<file path="src/rtl/add_sub_accumulator_pkg.sv">
// Shared opcode and FSM state definitions for the add/sub accumulator.
package add_sub_accumulator_pkg;

    localparam logic [1:0] OP_LOAD = 2'b00;
    localparam logic [1:0] OP_ADD  = 2'b01;
    localparam logic [1:0] OP_SUB  = 2'b10;
    localparam logic [1:0] OP_CLR  = 2'b11;

    typedef enum logic [1:0] {
        S_IDLE = 2'b00,
        S_EXEC = 2'b01,
        S_HOLD = 2'b10
    } state_t;

endpackage

</file>
<file path="src/rtl/universal_add_sub.sv">
// Combinational two's-complement add/subtract core with carry and signed overflow.
module universal_add_sub #(
    parameter int WIDTH = 4
) (
    input  logic [WIDTH-1:0] a,
    input  logic [WIDTH-1:0] b,
    input  logic             mode,
    output logic [WIDTH-1:0] result,
    output logic             carry_out,
    output logic             overflow
);

    logic [WIDTH-1:0] b_eff;
    logic [WIDTH:0]   sum;

    // Subtract as a + ~b + 1, so carry_out=1 means no borrow.
    assign b_eff     = b ^ {WIDTH{mode}};
    assign sum       = {1'b0, a} + {1'b0, b_eff} + {{WIDTH{1'b0}}, mode};
    assign result    = sum[WIDTH-1:0];
    assign carry_out = sum[WIDTH];
    assign overflow  = (a[WIDTH-1] == b_eff[WIDTH-1]) && (result[WIDTH-1] != a[WIDTH-1]);

endmodule

</file>
<file path="src/rtl/add_sub_accumulator.sv">
// Accumulator sequencer: accepts op/operand commands, drives the add/sub core,
// and holds each result with its flags until downstream accepts it.
//
//   state  | meaning
//   S_IDLE | ready for a command (in_ready=1)
//   S_EXEC | one cycle: core evaluates acc op latched data, registers update
//   S_HOLD | result presented (out_valid=1) until out_ready
module add_sub_accumulator
    import add_sub_accumulator_pkg::*;
#(
    parameter int WIDTH = 4
) (
    input  logic             clk,
    input  logic             rst,
    input  logic             in_valid,
    output logic             in_ready,
    input  logic [1:0]       in_op,
    input  logic [WIDTH-1:0] in_data,
    output logic             out_valid,
    input  logic             out_ready,
    output logic [WIDTH-1:0] out_acc,
    output logic             out_carry,
    output logic             out_ovf,
    output logic             sticky_ovf
);

    state_t           state;
    state_t           state_nxt;
    logic [1:0]       op_q;
    logic [WIDTH-1:0] data_q;
    logic [WIDTH-1:0] acc;
    logic [WIDTH-1:0] core_result;
    logic             core_carry;
    logic             core_ovf;
    logic             accept;

    universal_add_sub #(.WIDTH(WIDTH)) u_core (
        .a         (acc),
        .b         (data_q),
        .mode      (op_q == OP_SUB),
        .result    (core_result),
        .carry_out (core_carry),
        .overflow  (core_ovf)
    );

    assign in_ready  = (state == S_IDLE) && !rst;
    assign accept    = in_valid && in_ready;
    assign out_valid = (state == S_HOLD);
    assign out_acc   = acc;

    always_ff @(posedge clk or posedge rst) begin
        if (rst) begin
            state <= S_IDLE;
        end else begin
            state <= state_nxt;
        end
    end

    always_comb begin
        state_nxt = state;
        case (state)
            S_IDLE:  if (accept) state_nxt = S_EXEC;
            S_EXEC:  state_nxt = S_HOLD;
            S_HOLD:  if (out_ready) state_nxt = S_IDLE;
            default: state_nxt = S_IDLE;
        endcase
    end

    always_ff @(posedge clk or posedge rst) begin
        if (rst) begin
            op_q       <= OP_LOAD;
            data_q     <= '0;
            acc        <= '0;
            out_carry  <= 1'b0;
            out_ovf    <= 1'b0;
            sticky_ovf <= 1'b0;
        end else begin
            if (accept) begin
                op_q   <= in_op;
                data_q <= in_data;
            end
            if (state == S_EXEC) begin
                case (op_q)
                    OP_LOAD: begin
                        acc       <= data_q;
                        out_carry <= 1'b0;
                        out_ovf   <= 1'b0;
                    end
                    OP_ADD, OP_SUB: begin
                        acc        <= core_result;
                        out_carry  <= core_carry;
                        out_ovf    <= core_ovf;
                        sticky_ovf <= sticky_ovf | core_ovf;
                    end
                    default: begin
                        acc        <= '0;
                        out_carry  <= 1'b0;
                        out_ovf    <= 1'b0;
                        sticky_ovf <= 1'b0;
                    end
                endcase
            end
        end
    end

endmodule

</file>
<file path="config.mk">
export PLATFORM = sky130hd
export DESIGN_NAME = add_sub_accumulator
export DESIGN_NICKNAME = d
export VERILOG_FILES = /design/src/rtl/add_sub_accumulator_pkg.sv /design/src/rtl/universal_add_sub.sv /design/src/rtl/add_sub_accumulator.sv
export SDC_FILE = /design/constraint.sdc
export NUM_CORES = 1
export LEC_CHECK = 0
export ABC_AREA = 1
export BUFFER_PORTS_ARGS = -buffer_cell sky130_fd_sc_hd__buf_2
export CAP_MARGIN = 40
export CORE_ASPECT_RATIO = 1.75
export CORE_MARGIN = 1
export CORE_UTILIZATION = 25
export DETAILED_ROUTE_END_ITERATION = 16
export GPL_ROUTABILITY_DRIVEN = 0
export PLACE_DENSITY = 0.42
export SYNTH_ARGS = -nofsm -noshare
export SYNTH_HDL_FRONTEND = slang
export SYNTH_SLANG_ARGS = --single-unit
</file>
<file path="constraint.sdc">
create_clock -name clk -period 1.7 [get_ports clk]
set_input_delay 0.34 -clock clk [delete_from_list [all_inputs] [get_ports clk]]
set_output_delay 0.34 -clock clk [all_outputs]
set_load 0.005 [all_outputs]
</file>
==> results.txt <==
- Average cell area after synthesis: 8.21 um2
- Fraction of synthesized cell area taken by the top area cell type: 42.3%
- In the synthesized netlist the async set-or-reset flop fraction comes to 100%.
* Number of H-tree levels: 1
- Slew at the pin closest to its max-slew limit: 607 ps
- dfrtp_1 takes more of the synthesized area than any other cell.
* Worst clock skew: 5.45 ps
- The core region is 3400 um2.
- The number of global-route vias before repair was 805.
* Syn Nets: 126
- Achievable Freq: 564 MHz
- The synthesized design contains 0 enable-type register cells.
- Worst setup slack before clock tree synthesis: -177 ps
* Standby leakage power: 0.654 nW
- TritonCTS built the clock tree.
- The detailed router finished its first iteration with 6 violations.
* Result of the run: finished, violations left
* Filler instances: 373
- Later-pin clock latency in the skew report: 250 ps
* Design Area, Final: 1260 um2
- Crit start category: register
- After detailed routing, the average wire length per cell comes to 11.9 um.
- Worst Path Max Fanout: 4
- Aggregate global-route resource usage: 13.6%
- Among all cell types in the netlist, the one instantiated most often is nand2_1.
- Clock Path Buffers: 2
- Pin count of the biggest net entering global routing: 16
- Cell variety after synth: 24
- Number of maximum-capacitance constraint violations: 0
- Antenna violation net count after detailed routing: 0
- Effective utilization at floorplan: 26.1%
- Multi-input logic area: 562 um2
- Row generation in the floorplan step produced 28 rows.
- The most used flip-flop cell after synthesis is dfrtp_1.
- The net count of the finished layout is 157.
* Syn-to-layout area delta: 42.2%
- 0 antenna diodes ended up in the layout.
- Crit Path Class: register to register
- The mapped netlist covers 887 um2.
- Buffers inserted during clock tree synthesis total 3.
- Post-synthesis cell count: 108
* Vert. Die Dim: 80.8 um
* Post-layout total power: 2.12 mW
- During placement, the flow inserted port buffers numbering 18.
- Power density relative to cell area: 1680 nW/um2
* Global-route congestion overflow total: 0
* Non-filler cells, final: 183
- In this run the count of I/O pins placed on the die edge is 19.
- The worst setup path is captured at a register.
* Number of antenna violations at the first check in global routing: 0
- Setup repair after global routing missed its margin: true
- Final number of setup-violating endpoints: 5
- For this design, the sink count on the clock tree is 15.
- The sequential cells in the finished layout cover a total of 375 um2.
- First-pass iteration count of the detailed router: 3
- The worst-case IR drop observed on VDD is 0.706 mV.
- In the routed layout, each cell is associated on average with a via count of 4.28.
* Total of flip-flops plus latches after synthesis: 15
- The floorplan step defined a die boundary enclosing 3800 um2.
* Class of the worst hold path: input pin to asynchronous set/reset pin
- DR DRC count: 0
- Total vias in the final route: 783
- Most instantiated cells after synthesis: nand2_1 (32), inv_1 (16), dfrtp_1 (15)
- For this run, the register share of the synthesized area comes to 42.3%.
* WP data required: 1840 ps
* Remaining max-slew budget at the tightest pin: 59.5%
- Share of cells above drive strength 1: 39.9%
* Minimum clock period: 1770 ps
- Counting tap cells, the placed design contains a total of 176 instances.
- First-pass GRT wire length: 3550 um
- STA puts the critical path data arrival time at 1910 ps.
- DP Wirelength: 1700 um
* DRT Wirelength: 2170 um
- Yosys printed 0 warnings.
- Cells taking the most area after synthesis: dfrtp_1 (42%), nand2_1 (14%), ha_1 (9.9%)
* Final worst hold slack: 171 ps
* Placed instance area: 1090 um2
- Violated checks: negative setup slack
* CTS clk-pin slew, worst paths: 60 ps
- Final critical-path share of the clock period: 104%
- Final-report hold violation count: 0
- Count of final max-slew check failures: 0
* Post-layout worst setup margin: -71.7 ps
* Root cell of the clock tree: clkbuf_8
- The die is 47.0 um wide.
## per-layer routing
layer,GRT usage (%),vias to the layer above,wire length (um)
met5,0,-,0
met4,6.00,0,38
met3,2.22,5,45
met2,25.3,11,1280
met1,13.8,363,808
li1,-,404,-
## worst max-delay path: stages, from the launching register on
cell	delay [ps]
dfrtp_1	390
inv_2	90
ha_4	210
xnor2_4	150
inv_2	70
ha_4	270
nand2_2	40
inv_2	50
nand3_4	70
nand2_2	70
nand2_1	50
nand3_1	60
nand2_1	50
nand2_1	50
nand2_1	50
## stage by stage
stage,setup TNS [ps],utilization (%)
final,-208,37.1
after global routing,-739,37.1
after CTS,-223,35.3
after detailed placement,-551,32.2
after global placement,-368,32.2
after floorplan,0,-
## layout by cell type, fill, tap and decap left out, types with 2 or more instances in the layout
| master | n |
|---|---|
| inv_1 | 12 |
| ha_1 | 3 |
| nand2_1 | 28 |
| nand2_2 | 7 |
| inv_2 | 6 |
| ha_4 | 4 |
| buf_4 | 8 |
| clkbuf_8 | 3 |
| o22ai_1 | 2 |
| buf_2 | 18 |
| o21ai_1 | 6 |
| a22oi_1 | 2 |
| nor2_1 | 4 |
| nand3_1 | 4 |
| dfrtp_1 | 15 |
## cell families after synthesis
kind of cell               count (synthesis)  share of synthesized area, %
buffers and inverters                     19                          8.18
DFF                                       15                          42.3
and+or+nand+nor                           48                          24.4
AOI/OAI and AO/OA                         15                          10.0
xor gates and xnor gates                   3                          2.96
adders and majority gates                  8                          12.1
## report_power, final
part / internal, mW / switching (mW)
clock: 0.166 / 0.126
combinational: 0.598 / 0.626
sequential: 0.473 / 0.128
## cell type report
class / count / share of cell area, %
timing repair buffer: 26 / 11.9
inverter: 19 / 5.75
tap: 45 / 4.46
sequential: 15 / 29.8
multi-input combinational: 74 / 44.5
clock buffer: 4 / 3.57
## final timing paths
path | slack [ps] | endpoint | cells after the start | startpoint
max in group asynchronous | 1130 | op_q[0] | 2 | rst
worst min-delay path | 170 | out_acc[2] | 2 | rst
worst max register to register | -70 | out_acc[3] | 14 | op_q[0]
min in group clk | 280 | data_q[1] | 3 | in_data[1]
worst max-delay path | -70 | out_acc[3] | 14 | op_q[0]
worst min register to register | 490 | out_ovf | 2 | out_ovf
## sequential cells by signal, indices dropped and copies added (netlist names)
register / count
out_ovf: 1
sticky_ovf: 1
out_carry: 1
data_q: 4
out_acc: 4
op_q: 2
state: 2
## repair_timing
| item | in CTS | in global routing |
|---|---|---|
| gates resized for setup | 12 | 8 |
| pin swaps | 6 | 5 |
| setup buffers | 2 | 1 |
| endpoints found under the setup margin | 6 | 6 |
| hold buffers | 0 | 0 |
Power figures use the tool's default switching activity.
